==> src/rtl/cache_stats_pkg.sv <==
// Shared definitions for the cache statistics readout path.
// Contents: readout sequencer state encoding, default header tag, and the
// controller's statistics index map (low-word index of each counter pair).
package cache_stats_pkg;

  typedef enum logic [2:0] {
    ST_IDLE   = 3'd0,
    ST_HDR    = 3'd1,
    ST_WAIT   = 3'd2,
    ST_SAMPLE = 3'd3,
    ST_PUSH   = 3'd4,
    ST_DONE   = 3'd5
  } seq_state_t;

  localparam logic [7:0] HDR_TAG_DEF = 8'hC5;

  // Statistics index space of the controller (select_data_record = 2'b00).
  localparam logic [4:0] HIT_LO     = 5'd0;
  localparam logic [4:0] MISS_LO    = 5'd2;
  localparam logic [4:0] WB_LO      = 5'd4;
  localparam logic [4:0] WALL_LO    = 5'd6;
  localparam logic [4:0] EXP_LO     = 5'd8;
  localparam logic [4:0] DEF_LO     = 5'd10;
  localparam logic [4:0] MEXP_LO    = 5'd12;
  localparam logic [4:0] ID         = 5'd15;
  localparam logic [4:0] DEFMISS_LO = 5'd16;
  localparam logic [4:0] RAND_LO    = 5'd18;

endpackage

==> src/rtl/cache_stats_readout_sequencer.sv <==
// cache_stats_readout_sequencer
//   Walks the cache performance controller's statistics indices 0..LAST_IDX
//   and streams a header word plus one word per index on a valid/ready port.
//   The header is {HDR_TAG, seq[7:0], 11'b0, LAST_IDX[4:0]}.
// Ports:
//   clock_i, reset_i (async, active high)
//   start_i      dump request          count_en_i  host counter enable
//   stat_i       controller comm_o     comm_o      controller comm_i
//   select_o     controller record select (fixed statistics bank)
//   m_data_o/m_index_o/m_valid_o/m_last_o/m_ready_i  output stream
//   busy_o, done_o (1-cycle pulse), overrun_o (sticky start-while-busy)
// Config macro: STATS_FREEZE_EN -- hold the controller's counter enable low
//   for the whole dump so every dumped counter comes from one snapshot.
module cache_stats_readout_sequencer
  import cache_stats_pkg::*;
#(
  parameter int         LAST_IDX    = 19,
  parameter int         WAIT_CYCLES = 1,
  parameter logic [7:0] HDR_TAG     = HDR_TAG_DEF
) (
  input  logic        clock_i,
  input  logic        reset_i,
  input  logic        start_i,
  input  logic        count_en_i,
  input  logic [31:0] stat_i,
  output logic [31:0] comm_o,
  output logic [1:0]  select_o,
  output logic [31:0] m_data_o,
  output logic [4:0]  m_index_o,
  output logic        m_valid_o,
  output logic        m_last_o,
  input  logic        m_ready_i,
  output logic        busy_o,
  output logic        done_o,
  output logic        overrun_o
);

  localparam logic [4:0] LAST5 = 5'(LAST_IDX);
  localparam logic [2:0] WLAST = 3'(WAIT_CYCLES - 1);

  seq_state_t  state;
  logic [4:0]  idx;
  logic [7:0]  seq;
  logic [2:0]  wcnt;
  logic        cen_q;
  logic        cen_d;
  logic        in_dump;

  // DONE is deliberately excluded: a start there is dropped silently.
  assign in_dump = (state == ST_HDR) || (state == ST_WAIT) ||
                   (state == ST_SAMPLE) || (state == ST_PUSH);

`ifdef STATS_FREEZE_EN
  // Low from the start-acceptance edge through the DONE edge.
  assign cen_d = count_en_i & ~(in_dump || (state == ST_IDLE && start_i));
`else
  assign cen_d = count_en_i;
`endif

  // idx is cleared on the way back to IDLE, so the index field reads 0 there.
  assign comm_o   = {7'b0, cen_q, 19'b0, idx};
  assign select_o = 2'b00;

  always_ff @(posedge clock_i or posedge reset_i) begin
    if (reset_i) begin
      state     <= ST_IDLE;
      idx       <= '0;
      seq       <= '0;
      wcnt      <= '0;
      cen_q     <= 1'b0;
      m_data_o  <= '0;
      m_index_o <= '0;
      m_valid_o <= 1'b0;
      m_last_o  <= 1'b0;
      busy_o    <= 1'b0;
      done_o    <= 1'b0;
      overrun_o <= 1'b0;
    end else begin
      cen_q  <= cen_d;
      done_o <= 1'b0;
      if (start_i && in_dump) overrun_o <= 1'b1;

      case (state)
        ST_IDLE: begin
          if (start_i) begin
            overrun_o <= 1'b0;
            m_data_o  <= {HDR_TAG, seq, 11'b0, LAST5};
            m_index_o <= '0;
            m_last_o  <= 1'b0;
            m_valid_o <= 1'b1;
            busy_o    <= 1'b1;
            state     <= ST_HDR;
          end
        end
        ST_HDR: begin
          if (m_ready_i) begin
            m_valid_o <= 1'b0;
            idx       <= '0;
            wcnt      <= '0;
            state     <= ST_WAIT;
          end
        end
        // Covers the controller's register stage plus any extra settling.
        ST_WAIT: begin
          if (wcnt == WLAST) state <= ST_SAMPLE;
          else               wcnt  <= wcnt + 3'd1;
        end
        ST_SAMPLE: begin
          m_data_o  <= stat_i;
          m_index_o <= idx;
          m_last_o  <= (idx == LAST5);
          m_valid_o <= 1'b1;
          state     <= ST_PUSH;
        end
        ST_PUSH: begin
          if (m_ready_i) begin
            m_valid_o <= 1'b0;
            m_last_o  <= 1'b0;
            if (idx == LAST5) begin
              done_o <= 1'b1;
              state  <= ST_DONE;
            end else begin
              idx   <= idx + 5'd1;
              wcnt  <= '0;
              state <= ST_WAIT;
            end
          end
        end
        ST_DONE: begin
          busy_o <= 1'b0;
          seq    <= seq + 8'd1;
          idx    <= '0;
          state  <= ST_IDLE;
        end
        default: state <= ST_IDLE;
      endcase
    end
  end

endmodule

==> config.mk <==
export PLATFORM = sky130hd
export DESIGN_NAME = cache_stats_readout_sequencer
export DESIGN_NICKNAME = d
export VERILOG_FILES = /design/src/rtl/cache_stats_pkg.sv /design/src/rtl/cache_stats_readout_sequencer.sv
export SDC_FILE = /design/constraint.sdc
export NUM_CORES = 1
export LEC_CHECK = 0
export BUFFER_PORTS_ARGS = -buffer_cell sky130_fd_sc_hd__buf_2
export CAP_MARGIN = 20
export CELL_PAD_IN_SITES_DETAIL_PLACEMENT = 2
export CELL_PAD_IN_SITES_GLOBAL_PLACEMENT = 2
export CORE_ASPECT_RATIO = 1.75
export CORE_MARGIN = 5
export CORE_UTILIZATION = 32
export CTS_CLUSTER_SIZE = 12
export DETAILED_ROUTE_END_ITERATION = 10
export PLACE_DENSITY_LB_ADDON = 0.1
export SYNTH_ARGS = -nofsm -noshare
export SYNTH_HDL_FRONTEND = slang
export SYNTH_SLANG_ARGS = --single-unit
==> constraint.sdc <==
create_clock -name clock_i -period 3.28 [get_ports clock_i]
set_input_delay 0 -clock clock_i [delete_from_list [all_inputs] [get_ports clock_i]]
set_output_delay 0 -clock clock_i [all_outputs]
set_load 0.005 [all_outputs]
Word-level counts from Yosys, hierarchy flattened. Cells that the tools add are included. W data, S select, Z words.

Input port bits: 37. Register bits: 62. Output and inout bits: 76.

Muxes and demuxes: 31. Reductions and logical operators: 20. Equality and inequality tests: 13. Add/sub/neg operators: 3.

Operator list (number): $pmux W32 S2 (1); $mux W32 (1); $mux W3 (9); $mux W5 (4); $pmux W3 S5 (1); $pmux W5 S3 (1); $reduce_bool A3 Y1 (4); $ne A2 B2 Y1 const B (5); $pmux W5 S2 (1); $mux W1 (9); $pmux W3 S3 (1); $add A8 B1 Y8 const B (1); $reduce_and A4 Y1 (2); $eq A3 B2 Y1 const B (2); $eq A3 B3 Y1 const B (2); $logic_not A3 Y1 (2); $pmux W1 S3 (2); $reduce_and A3 Y1 (2); $add A5 B1 Y5 const B (1); $eq A5 B5 Y1 const B (1); $reduce_and A5 Y1 (1); $ne A2 B1 Y1 const B (2); $reduce_and A2 Y1 (2); $reduce_bool A2 Y1 (2); other kinds (6) (8).

Logic depth before layout (Yosys ltp).
Word-level depth: 8. Depth in mapped cells: 6.

Least setup slack after synthesis. No wires, ideal clock.

Kind: register -> register. Start: register idx[0]. End: register idx[1]. Stages on the path, launching flop included: 6. Path slack: 1693 ps. Setup time: 125 ps. Required time: 3155 ps. Arrival: 1463 ps. Buffers on the path: 0. Path through: dfrtp_1 > ha_1 > nand4bb_1 > nand3_1 > a21oi_2 > mux2_2.

Cells in the longest elaborated chain, start to end: 4.

RTL lines: start: declaration (line cache_stats_readout_sequencer.sv:42) `logic [4:0] idx;`; start signal: assignment (line cache_stats_readout_sequencer.sv:123) `idx <= idx + 5'd1;`; $add A5 B1 Y5 (line cache_stats_readout_sequencer.sv:123); $mux W5 (line cache_stats_readout_sequencer.sv:119) `if (idx == LAST5) begin`; $mux W5 (line cache_stats_readout_sequencer.sv:116) `if (m_ready_i) begin`; $pmux W5 S3 (line cache_stats_readout_sequencer.sv:83) `case (state)`.

Parallel ways exist; a longest one is shown, timed or not. The select of a mux whose other input is x is not followed. A chain may end at the register's enable or synchronous reset.

Final worst setup path.
Start: register state[2]. End: register m_data_o[4].

Cells in the longest elaborated chain, start to end: 3.

RTL lines: start: declaration (line cache_stats_readout_sequencer.sv:41) `seq_state_t state;`; start signal: assignment (line cache_stats_readout_sequencer.sv:66) `state <= ST_IDLE;`; start signal: assignment (line cache_stats_readout_sequencer.sv:92) `state <= ST_HDR;`; start signal: assignment (line cache_stats_readout_sequencer.sv:100) `state <= ST_WAIT;`; $eq A3 B2 Y1 / $logic_not A3 Y1 (equally long branches) (line cache_stats_readout_sequencer.sv:83); $reduce_bool A2 Y1 (no source line) / $ne A2 B2 Y1 (equally long branches); $reduce_and A2 Y1 (no source line); end signal: assignment (line cache_stats_readout_sequencer.sv:87) `m_data_o <= {HDR_TAG, seq, 11'b0, LAST5};`; end signal: assignment (line cache_stats_readout_sequencer.sv:109) `m_data_o <= stat_i;`; end: declaration (line cache_stats_readout_sequencer.sv:28) `output logic [31:0] m_data_o,`.

Parallel ways exist; a longest one is shown, timed or not.

==> summary.txt <==
Clock network
  – Clk buf depth: 2
  – H-tree depth: 3
  – CTS tree: done
  – Post-CTS Setup Bufs: 0
  – Worst-path clk slew: 0.06 ns
  – Root buffer cell: clkbuf_16
  – Clock latency on the worst-skew pair: 0.34 ns
  – Clock Sinks: 62
  – Total CTS buffers: 9

Cells and area
  – Non-Filler Instances: 500
  – Post-route cell area: 0.00402 mm2
  – Final #Nets: 415
  – Register area: 0.00155 mm2
  – Fill count: 981
  – Layout area overhead: 37.9%
  – Multi-input gate area: 0.00116 mm2
  – Share of cells above drive strength 1: 31.4%

Die
  – Core area: 0.00898 mm2
  – Number of placed I/O pins: 113
  – # rows: 46
  – Die area: 0.0112 mm2
  – Die Width: 82.2 um
  – Die height: 136 um
  – Initial Util: 32.5%

Place
  – IO buf count: 84
  – Routability Congestion: 0.783
  – Dpl cell area: 0.00335 mm2
  – DP Cell Count: 448
  – Hpwl dp: 6510 um
  – Pre-CTS WS: 1.25 ns

Worst hold path
  – HP Class: input port to flip-flop

Detailed routing
  – DRT iter0 DRCs: 62
  – WL final: 9690 um
  – Antenna-violating nets left: 0
  – DRT Pass-1 Iters: 4
  – DRC: 0
  – Vias: 2372
  – Met3 WL post-DR: 378 um
  – Met2 WL: 5630 um
  – Mean routed wirelength per cell: 19.4 um
  – M1 wire length: 3470 um
  – Via-per-instance ratio: 4.74
  – Top sig layer: met4

Power
  – Leak: 1.97 nW
  – Maximum vdd ir drop: 0.371 mV
  – Power density over the cells: 820 mW/mm2
  – Total power: 0.00330 W

Timing
  – Max Fclk: 0.488 GHz
  – PnR worst setup slack: 1.23 ns
  – Clock Skew: 0.00977 ns
  – RSZ-0062 raised after global routing: no
  – Slew Limit Fails: 0
  – Setup TNS: 0 ns
  – Setup Viol. Count Final: 0
  – Hold Fails Final Rpt: 0
  – Post-layout min period: 2.05 ns
  – Period utilization: 62.5%
  – Relative slew margins: 52.8%
  – Worst slew pin tran: 0.709 ns

Setup path
  – CP Max Fanout: 20
  – CP Capture Type: flip-flop
  – CP Launch Type: flip-flop
  – Setup Crit Path Kind: flip-flop to flip-flop
  – Critical path arrival: 2.27 ns
  – Worst endpoint required time: 3.50 ns

Run
  – Max Cap Violations: 0

Logic synthesis
  – Ys Warns: 0
  – Avg Cell Area, Syn: 11.5 um2
  – Register area share after synthesis: 53.2%
  – Post-Syn Area: 0.00292 mm2
  – Post-synthesis async set-or-reset flop share: 100%
  – Library cells used by synthesis: 50
  – Post-Synthesis Cells: 254
  – EDFF count, synth: 0
  – Post-synth top flop: dfrtp_1
  – Yosys reg bits: 62

Global routing
  – Remaining Overflow, GRT: 0
  – First-pass GRT wire length: 15200 um
  – Global-route usage over all layers: 18.8%
  – Largest net degree at the start of global routing: 45
  – Initial antenna violation count: 1
  – Vias in the first global route: 2867

Status
  – Outcome: completed
cells in the final DEF, fill, tap and decap left out, drive strengths merged, types with 2 or more instances in the layout:
cell type,n
clkbuf,11
nor3,4
nand4bb,2
dlygate4sd3,34
mux2,3
buf,90
inv,8
a22o,23
nand3b,2
mux2i,10
dfrtp,62
o22a,7
nor2,9
ha,4
nand3,8
nand2,11
xor2,3
a21o,2
o21ai,16
xnor2,4
nor2b,3
conb,28
a21oi,9
o22ai,2
clkinvlp,3
synthesized netlist by cell type, drive strengths merged, types with 2 or more instances:
cell type | number | area (um2)
o21ai | 16 | 80.1
xor2 | 3 | 26.3
nand4bb | 2 | 22.5
xnor2 | 4 | 35.0
buf | 41 | 283
o22ai | 2 | 12.5
dfrtp | 62 | 1550
a21oi | 9 | 48.8
a21o | 2 | 15.0
nand3b | 2 | 18.8
o22a | 7 | 61.3
mux2 | 3 | 33.8
nor2b | 3 | 18.8
ha | 4 | 50.1
nor2 | 9 | 36.3
nor3 | 4 | 35.0
nand2 | 11 | 41.3
mux2i | 10 | 100
a22o | 23 | 201
nand3 | 8 | 40.0
inv | 8 | 30.0
final cells by class:
class | count | share of cell area [%]
Sequential cell | 62 | 38.6
Antenna cell | 1 | 0.0622
Clock inverter | 5 | 1.43
Multi-Input combinational cell | 169 | 28.8
Clock buffer | 11 | 6.29
Inverter | 8 | 0.747
Timing Repair Buffer | 124 | 20.4
Tap cell | 120 | 3.73
what timing repair did:
action                     CTS  global route
hold endpoints to repair    76             0
hold buffers                34             0
resized for setup            0             0
setup endpoints to repair    0             0
through the flow:
stage,hold WS (ns),utilization [%]
6_report,0.00596,44.8
5_1_grt,0.0645,44.8
4_1_cts,0.0166,44.5
3_5_place_dp,0.113,37.3
3_3_place_gp,0.109,37.3
2_1_floorplan,0.0314,-
kinds of logic after synthesis:
group | synth area share, %
flip-flops | 53.2
other | 0.129
AND/OR/NAND/NOR | 10.4
multiplexers | 4.59
AO/OA/AOI/OAI | 17.0
adder cells (fa/ha/maj) | 1.72
XOR/XNOR | 2.10
buffers and inverters | 10.9
sequential cells by signal, summed over array words and instances (netlist names):
signal and flops:
m_index_o 5, wcnt 3, seq 8, busy_o 1, cen_q 1, state 3
idx 5, overrun_o 1, done_o 1, m_last_o 1, m_data_o 32, m_valid_o 1
power by group:
part	total [W]	leakage [nW]	internal, W	switching (W)
combinational	0.00106	1.03	0.000509	0.000553
sequential	0.00125	0.795	0.00100	0.000245
clock	0.000986	0.144	0.000627	0.000359
total	0.00330	1.97	0.00214	0.00116
critical path, cell delays in order (launching register included):
cell	delay (ns)
dfrtp_1	0.80
nand2b_1	0.28
nor2_2	0.06
buf_4	0.20
or2_1	0.35
o22a_1	0.24
per-layer routing:
layer | track usage, % | vias up
met2 | 35.3 | 74
met5 | 0 | -
met1 | 18.8 | 1187
met3 | 4.77 | 15
li1 | - | 1096
met4 | 7.58 | 0
worst paths after layout:
check	slack, ns	from	depth (start not counted)	endpoint
max	1.23	state[2]	5	m_data_o[4]
min	0.006	start_i	3	overrun_o
max reg2reg	1.23	state[2]	5	m_data_o[4]
min reg2reg	0.49	busy_o	1	busy_o
max in group asynchronous	2.39	reset_i	5	seq[5]
min in group asynchronous	0.09	reset_i	3	m_data_o[4]
No activity file was read; power rests on OpenSTA's default activity.
